## src/rtl/pipe_stage_reg.sv

```systemverilog
// rtl/pipe_stage_reg.sv - parametrised Y86-64 pipeline stage register
//
// Purpose:
//    Carries one instruction's context (stat, icode, ifun, cnd, rA, rB and a
//    packed bank of value fields) from one pipeline stage to the next.
//    Supports stall (hold), bubble (NOP insert), a valid flag, and freezes
//    the stage once a non-AOK status has been captured.
//
// Ports:
//    clk, rst             - stage clock (rising edge), async active-high reset
//    stall_in, bubble_in  - hold contents / load a NOP bubble
//    stat_in .. vals_in   - incoming instruction context
//    stat_out .. vals_out - registered instruction context
//    valid_out            - 1 when a real instruction is held
//    halted_out           - stage frozen after a non-AOK status
//    ctl_err_out          - sticky flag: stall and bubble requested together
//    stall_cnt_out        - saturating stall-cycle counter
//    bubble_cnt_out       - saturating bubble counter
//
// Optional feature macro: PIPE_PERF_CNT_EN
//    Defined   - stall/bubble counters are built.
//    Undefined - no counter registers; both counter ports read 0.

module pipe_stage_reg #(
   parameter int         DATA_W       = 64,
   parameter int         NUM_VAL      = 6,
   parameter int         REG_W        = 4,
   parameter logic [3:0] BUBBLE_ICODE = 4'h1,
   parameter logic [2:0] STAT_AOK     = 3'd1,
   parameter int         CNT_W        = 32
) (
   input  logic                      clk,
   input  logic                      rst,
   input  logic                      stall_in,
   input  logic                      bubble_in,
   input  logic [2:0]                stat_in,
   input  logic [3:0]                icode_in,
   input  logic [3:0]                ifun_in,
   input  logic                      cnd_in,
   input  logic [REG_W-1:0]          rA_in,
   input  logic [REG_W-1:0]          rB_in,
   input  logic [NUM_VAL*DATA_W-1:0] vals_in,
   output logic [2:0]                stat_out,
   output logic [3:0]                icode_out,
   output logic [3:0]                ifun_out,
   output logic                      cnd_out,
   output logic [REG_W-1:0]          rA_out,
   output logic [REG_W-1:0]          rB_out,
   output logic [NUM_VAL*DATA_W-1:0] vals_out,
   output logic                      valid_out,
   output logic                      halted_out,
   output logic                      ctl_err_out,
   output logic [CNT_W-1:0]          stall_cnt_out,
   output logic [CNT_W-1:0]          bubble_cnt_out
);

   localparam int VW = NUM_VAL * DATA_W;

   logic [2:0]       stat_q,  stat_d;
   logic [3:0]       icode_q, icode_d;
   logic [3:0]       ifun_q,  ifun_d;
   logic             cnd_q,   cnd_d;
   logic [REG_W-1:0] rA_q,    rA_d;
   logic [REG_W-1:0] rB_q,    rB_d;
   logic [VW-1:0]    vals_q,  vals_d;
   logic             valid_q, valid_d;
   logic             halted_q, halted_d;
   logic             ctl_err_q, ctl_err_d;

   // Control decode shared by payload and counters; priority is
   // halt > stall > bubble > normal load.
   logic do_stall, do_bubble, do_load;

   always_comb begin
      do_stall  = !halted_q && stall_in;
      do_bubble = !halted_q && !stall_in && bubble_in;
      do_load   = !halted_q && !stall_in && !bubble_in;
   end

   always_comb begin
      stat_d    = stat_q;
      icode_d   = icode_q;
      ifun_d    = ifun_q;
      cnd_d     = cnd_q;
      rA_d      = rA_q;
      rB_d      = rB_q;
      vals_d    = vals_q;
      valid_d   = valid_q;
      halted_d  = halted_q;
      ctl_err_d = ctl_err_q;

      if (do_stall && bubble_in) begin
         ctl_err_d = 1'b1;
      end

      if (do_bubble) begin
         stat_d  = STAT_AOK;
         icode_d = BUBBLE_ICODE;
         ifun_d  = '0;
         cnd_d   = 1'b0;
         rA_d    = '0;
         rB_d    = '0;
         vals_d  = '0;
         valid_d = 1'b0;
      end

      if (do_load) begin
         stat_d  = stat_in;
         icode_d = icode_in;
         ifun_d  = ifun_in;
         cnd_d   = cnd_in;
         rA_d    = rA_in;
         rB_d    = rB_in;
         vals_d  = vals_in;
         valid_d = 1'b1;
         // The faulting instruction itself is captured, then the stage freezes.
         if (stat_in != STAT_AOK) begin
            halted_d = 1'b1;
         end
      end
   end

   always_ff @(posedge clk or posedge rst) begin
      if (rst) begin
         stat_q    <= STAT_AOK;
         icode_q   <= BUBBLE_ICODE;
         ifun_q    <= '0;
         cnd_q     <= 1'b0;
         rA_q      <= '0;
         rB_q      <= '0;
         vals_q    <= '0;
         valid_q   <= 1'b0;
         halted_q  <= 1'b0;
         ctl_err_q <= 1'b0;
      end else begin
         stat_q    <= stat_d;
         icode_q   <= icode_d;
         ifun_q    <= ifun_d;
         cnd_q     <= cnd_d;
         rA_q      <= rA_d;
         rB_q      <= rB_d;
         vals_q    <= vals_d;
         valid_q   <= valid_d;
         halted_q  <= halted_d;
         ctl_err_q <= ctl_err_d;
      end
   end

   assign stat_out    = stat_q;
   assign icode_out   = icode_q;
   assign ifun_out    = ifun_q;
   assign cnd_out     = cnd_q;
   assign rA_out      = rA_q;
   assign rB_out      = rB_q;
   assign vals_out    = vals_q;
   assign valid_out   = valid_q;
   assign halted_out  = halted_q;
   assign ctl_err_out = ctl_err_q;

`ifdef PIPE_PERF_CNT_EN
   logic [CNT_W-1:0] stall_cnt_q,  stall_cnt_d;
   logic [CNT_W-1:0] bubble_cnt_q, bubble_cnt_d;

   // Counters saturate at all-ones; halt freezes them via the decode above.
   always_comb begin
      stall_cnt_d  = stall_cnt_q;
      bubble_cnt_d = bubble_cnt_q;
      if (do_stall && (stall_cnt_q != {CNT_W{1'b1}})) begin
         stall_cnt_d = stall_cnt_q + CNT_W'(1);
      end
      if (do_bubble && (bubble_cnt_q != {CNT_W{1'b1}})) begin
         bubble_cnt_d = bubble_cnt_q + CNT_W'(1);
      end
   end

   always_ff @(posedge clk or posedge rst) begin
      if (rst) begin
         stall_cnt_q  <= '0;
         bubble_cnt_q <= '0;
      end else begin
         stall_cnt_q  <= stall_cnt_d;
         bubble_cnt_q <= bubble_cnt_d;
      end
   end

   assign stall_cnt_out  = stall_cnt_q;
   assign bubble_cnt_out = bubble_cnt_q;
`else
   assign stall_cnt_out  = '0;
   assign bubble_cnt_out = '0;
`endif

endmodule

```

## config.mk

```make
export PLATFORM = sky130hd
export DESIGN_NAME = pipe_stage_reg
export DESIGN_NICKNAME = d
export VERILOG_FILES = /design/src/rtl/pipe_stage_reg.sv
export SDC_FILE = /design/constraint.sdc
export NUM_CORES = 1
export LEC_CHECK = 0
export BUFFER_PORTS_ARGS = -buffer_cell sky130_fd_sc_hd__buf_2
export CORE_AREA = 2 2 344 346
export CTS_CLUSTER_DIAMETER = 200
export DETAILED_ROUTE_END_ITERATION = 8
export DIE_AREA = 0 0 346 348
export PLACE_DENSITY = 0.44
export SLEW_MARGIN = 20
export SYNTH_ARGS = -nofsm -noshare
export SYNTH_HDL_FRONTEND = slang
export SYNTH_SLANG_ARGS = --single-unit
```

## constraint.sdc

```tcl
create_clock -name clk -period 37.2 [get_ports clk]
set_input_delay 1.86 -clock clk [delete_from_list [all_inputs] [get_ports clk]]
set_output_delay 1.86 -clock clk [all_outputs]
set_load 0.1 [all_outputs]
```

==> impl_metrics.tcl, run 1 <==
set metrics [dict create \
    drt_iter0_markers 933 \
    use_met1_pct 13.9 \
    ys_types 17 \
    stdcell_area_um2 25100 \
    routed_wl_um 70600 \
    syn-mean-instance-area_um2 9.79 \
    detail-route-antenna-nets 0 \
    clkSlewWorstSetupHoldPaths_ps 50 \
    fin_hold_ws_ps 491 \
    setup_tns_ps 0 \
    cts-root-buf "clkbuf_16" \
    power_per_cell_area_nw_per_um2 49.5 \
    r2r_cells 5 \
    finalHoldViolCount 0 \
    firstDrtPassIters 7 \
    place_inst 4059 \
    drive_gt1_share_pct 35.6 \
    clk-insertion-delay-late_ps 600 \
    synth-seq-cells 407 \
    fmax_mhz 194 \
    place_area_um2 23300 \
    grt_pass1_wl_um 105000 \
    finClkSkew_ps 19.9 \
    crit_path_end_kind "flip-flop" \
    core_area_um2 117000 \
    cts_buffers 52 \
    cts_setup_buffers 0 \
    worst_r2r_startpoint "halted_out" \
    rsz0062_at_grt "false" \
    clkSinkCount 407 \
    portBuffers 814 \
    syn_inst 1872 \
    syn_area_um2 18300 \
    grt_pass1_vias 16200 \
    grt_antenna_before_repair 11 \
    arrival_ps 5600 \
    vias 16200 \
    finalSetupViolCount 0 \
    track_usage_pct 11.2 \
    fin_nets 2985 \
    maxCapViolCount 0 \
    timing.final.crit_share_pct 13.9 \
    post_drt_wl_per_cell_um 17.0 \
    status "complete, no violations" \
    p_leak_nw 12.1 \
    cts_tree "yes" \
    finalMaxSlewViolations 0 \
    ys_seq_area_share_pct 55.6 \
    drcViolationCount 0 \
    ios 879 \
    hp-class "reg2reg" \
    r2r_setup_slack_ps 33280 \
    hold_end "icode_out[0]" \
    relSlewSlack_pct 19.1 \
    period_needed_ps 5160 \
    grt_max_degree 193 \
    hp-start "icode_out[0]" \
    die_x_um 346 \
    min_delay_path_depth 2 \
    critPathMaxFanout 87 \
    grt_overflow 0 \
    tightest_slew_ps 1210 \
    gr-usage-met3_pct 3.70 \
    total_power_mw 1.24 \
    cts_buffer_depth 3 \
    ir_drop_mv 0.0297 \
    worstSetupPathType "in2reg" \
    busiest_layer "met2" \
    globalplace.congestion 0.769 \
    vias_per_cell 3.90 \
    htreeDepth 2 \
    yosys_warnings 0 \
    fp.dieH_um 348 \
    fp-row-count 126 \
    r2r_end "stat_out[1]" \
    start_util_pct 15.7 \
    hpwl_um 46900 \
    die_area_um2 120000 \
    area.growth.synth_to_final_pct 36.8 \
    cts_hold_buf 0 \
    start_kind "input pin" \
    post_cts_resized 0 \
    stdcell_count 4152 \
    worstPathRequired_ps 37640 \
    met2_usage_pct 18.5 \
]
## synth_stat cells
cell / n / share of area (%)
clkbuf_1: 127 / 2.6
nor2_1: 2 / 0.041
dfrtp_1: 405 / 55
conb_1: 1 / 0.020
o21ai_0: 460 / 13
nor3b_1: 1 / 0.041
inv_1: 2 / 0.041
o21ai_2: 10 / 0.48
buf_4: 68 / 2.8
o31ai_1: 1 / 0.041
o21ai_1: 340 / 9.3
or2_1: 1 / 0.034
buf_2: 9 / 0.25
nand2b_1: 402 / 14
dfstp_2: 2 / 0.29
buf_6: 40 / 2.5
a31o_2: 1 / 0.048
## stage by stage
| stage | setup WS (ps) | utilization, % |
|---|---|---|
| floorplan | 24020 | - |
| global placement | 31400 | 19.9 |
| detailed placement | 31410 | 19.9 |
| CTS | 32120 | 21.4 |
| global route | 31800 | 21.4 |
| finish | 32040 | 21.4 |
## report_power, final
group	total, mW	internal [mW]	switching, mW
logic	0.255	0.0454	0.210
clock network	0.519	0.316	0.202
registers	0.468	0.460	0.00768
total	1.24	0.822	0.420
## sequential cells by signal, indices dropped and copies added, names as in the netlist
| name | count |
|---|---|
| ifun_out | 4 |
| stat_out | 3 |
| cnd_out | 1 |
| halted_out | 1 |
| rB_out | 4 |
| ctl_err_out | 1 |
| icode_out | 4 |
| valid_out | 1 |
| rA_out | 4 |
| vals_out | 384 |
## critical path: stages
cell and delay (ps):
buf_8 290, or2_4 490, buf_4 690, buf_4 870, buf_4 870, o21ai_1 160
## worst max path at each step
| stage | slack [ps] | start | depth (start not counted) | to |
|---|---|---|---|---|
| after detailed placement | 31410 | stall_in | 6 | vals_out[216] |
| after global placement | 31400 | stall_in | 6 | vals_out[302] |
| final | 32040 | stall_in | 6 | stat_out[1] |
| after global routing | 31800 | stall_in | 6 | stat_out[1] |
| after floorplan | 24020 | rst | 1 | cnd_out |
| after CTS | 32120 | stall_in | 6 | stat_out[1] |
## logic make-up (layout without fill, tap and decap cells)
family | Yosys count | count (layout) | synth area share (%)
AO/OA/AOI/OAI | 812 | 812 | 22.4
buffers and inverters | 246 | 925 | 8.13
flip-flops | 407 | 407 | 55.6
other | 1 | 66 | 0.0205
AND/OR/NAND/NOR | 406 | 406 | 13.8
## final cells by class
cell class | instances | area, um^2
fillers | 13100 | 91900
clock inverters | 14 | 191
inverters | 2 | 15.0
clock buffers | 77 | 1570
well taps | 1536 | 1920
flip-flops and latches | 407 | 10200
multi-input cells | 1282 | 6890
diodes | 2 | 5.00
repair buffers | 832 | 4290
## per-layer routing
metal  wire (um)  part of all wire [%]  vias to the layer above
met4        1610                   2.3                       12
li1            -                     -                     7614
met2       34300                    49                      611
met5          76                  0.11                        -
met3        5930                   8.4                       93
met1       28700                    41                     7882
## layout by cell type, fill, tap and decap left out, types with 4 or more instances in the layout
cell,synthesis,layout
bufinv_16,0,4
buf_12,0,5
buf_2,9,812
nand2b_1,402,402
clkbuf_16,0,52
o21ai_1,340,340
o21ai_2,10,10
dfrtp_1,405,404
o21ai_0,460,460
buf_4,68,13
clkinv_2,0,6
conb_1,1,64
clkbuf_8,0,18
clkbuf_1,127,8
(Power assumes the default switching activity.)
==> run 2, diff against run 1 <==
==> constraint.sdc (replaced) <==
create_clock -name clk -period 4.9 [get_ports clk]
set_input_delay 0.245 -clock clk [delete_from_list [all_inputs] [get_ports clk]]
set_output_delay 0.245 -clock clk [all_outputs]
set_load 0.1 [all_outputs]
==> run 2 against run 1 <==
  * Core utilization is 3.4 points higher
  * Register-to-register slack worse by 31000 ps
  * Cell count is 10% higher
  * Power grew to 7.5 times the previous value
  * Combinational power grew to 8.7 times the previous value
  * Critical path depth is 3 lower
  * First-iteration DRC count is 6.3% higher
==> impl_metrics.tcl, run 2 (synthesis gave the netlist of run 1 again) <==
set metrics [dict create \
    status "complete, no violations" \
    finClkSkew_ps 22.3 \
    pwr-share-clk_pct 38.4 \
    hp-class "in2reg" \
    tightest_slew_ps 1250 \
    pwr-share-comb_pct 23.7 \
    routed_wl_um 74700 \
    p_leak_nw 13.8 \
    utilization_pct 24.9 \
    htreeDepth 2 \
    r2r_end "vals_out[302]" \
    grt_overflow 0 \
    worstPathRequired_ps 5350 \
    worstSetupPathType "reg2reg" \
    post_cts_resized 0 \
    die_x_um 346 \
    rsz0062_at_grt "false" \
    finalSetupViolCount 0 \
    arrival_ps 2720 \
    drt_iter0_markers 992 \
    cts_setup_buffers 0 \
    finalMaxSlewViolations 0 \
    final-seq-area_um2 10200 \
    vias_per_cell 3.92 \
    timing.final.crit_share_pct 46.3 \
    switchingPower_mw 3.27 \
    drive_gt1_share_pct 30.9 \
    cts_tree "yes" \
    final_common_cell "buf_2" \
    vias 17900 \
    core_area_um2 117000 \
    period_needed_ps 2270 \
    worst_r2r_startpoint "halted_out" \
    post_drt_wl_per_cell_um 16.3 \
    sw_frac_of_total_pct 34.9 \
    crit_end "vals_out[302]" \
    track_usage_pct 11.8 \
    dpl_worst_slack_ps 2350 \
    critPathMaxFanout 66 \
    timing.critical_path.from "halted_out" \
    multi_input_area_um2 6890 \
    largest_reg_flops 384 \
    r2r_cells 3 \
    internal_power_mw 6.09 \
    globalplace.congestion 0.770 \
    power_per_cell_area_nw_per_um2 322 \
    fp.dieH_um 348 \
    firstDrtPassIters 5 \
    portBuffers 814 \
    grt_pass1_vias 18400 \
    worst_slack_ps 2630 \
    crit_path_end_kind "flip-flop" \
    cts_buffers 50 \
    hpwl_um 48800 \
    fill_cells 12800 \
    clkSlewWorstSetupHoldPaths_ps 60 \
    clkSinkCount 407 \
    setup_tns_ps 0 \
    start_util_pct 15.7 \
    clk-insertion-delay-late_ps 610 \
    mostFrequentLayoutCells "buf_2 (812), o21ai_0 (460), dfrtp_1 (404)" \
    detail-route-antenna-nets 0 \
    ir_drop_mv 0.207 \
    cts_buffer_depth 3 \
    grt_max_degree 202 \
    grt_antenna_before_repair 2 \
    finalHoldViolCount 0 \
    fin_nets 3401 \
    r2r_setup_slack_ps 2630 \
    maxCapViolCount 0 \
    die_area_um2 120000 \
    ios 879 \
    drcViolationCount 0 \
    cts-root-buf "clkbuf_16" \
    start_kind "flip-flop" \
    fmax_mhz 441 \
    relSlewSlack_pct 16.8 \
    grt_pass1_wl_um 113000 \
    fp-row-count 126 \
    seq_power_share_pct 37.9 \
    area.growth.synth_to_final_pct 58.7 \
]
==> run 2: cell count changes in the layout (fill, tap and decap cells not counted), moves of 5 or more <==
cell	change
dlygate4sd3_1	+403
clkbuf_8	-10
buf_4	+9
clkbuf_1	+8
buf_12	+6
clkinv_2	+5
==> run 2: worst max-delay path, stage by stage (launching register included) <==
cell,delay (ps)
dfrtp_4,530
or2_4,780
buf_4,540
o21ai_1,150
==> run 2: what timing repair did <==
item	CTS	global route
endpoints found under the hold margin	427	0
hold buffers	403	0
setup endpoints to repair	0	0
==> run 2: power by group through the flow <==
stage	sequential [mW]	clock, mW	combinational (mW)
6_report	3.55	3.59	2.22
5_1_grt	3.57	3.88	2.33
4_1_cts	3.55	3.74	2.24
3_5_place_dp	3.61	0	1.97
3_3_place_gp	3.61	0	1.97
2_1_floorplan	4.56	0	0.580
==> run 2: metrics by stage <==
step	power [mW]	cell area, um^2	hold WS [ps]	std cells
floorplan	5.14	18600	382	1935
global placement	5.58	23500	427	4074
detailed placement	5.58	23500	412	4074
CTS	9.54	29100	23.4	4567
global route	9.78	29100	56.3	4567
finish	9.37	29100	69.9	4570
==> run 2: per-layer routing <==
layer / global-route usage (%) / part of all wire, % / vias to the layer above
met3: 3.14 / 6.5 / 119
met2: 19.7 / 49 / 667
met5: 0 / 0.031 / -
met4: 4.12 / 3.3 / 4
li1: - / - / 8451
met1: 14.5 / 41 / 8656
==> run 2: how the worst min path moves through the flow <==
stage | end | startpoint | cells past startpoint | slack (ps)
2_1_floorplan | icode_out[0] | icode_in[0] | 2 | 380
3_3_place_gp | vals_out[270] | rst | 2 | 430
3_5_place_dp | vals_out[284] | rst | 2 | 410
4_1_cts | vals_out[292] | vals_in[292] | 3 | 20
5_1_grt | vals_out[292] | vals_in[292] | 3 | 60
6_report | vals_out[8] | vals_in[8] | 3 | 70
==> run 2: final cells by class <==
type                       count  share of cell area [%]
timing repair buffer        1250                    29.3
antenna                        3                  0.0258
sequential                   407                    35.1
tap                         1536                    6.61
clock inverter                17                   0.465
clock buffer                  73                    4.84
inverter                       2                  0.0387
multi-input combinational   1282                    23.7
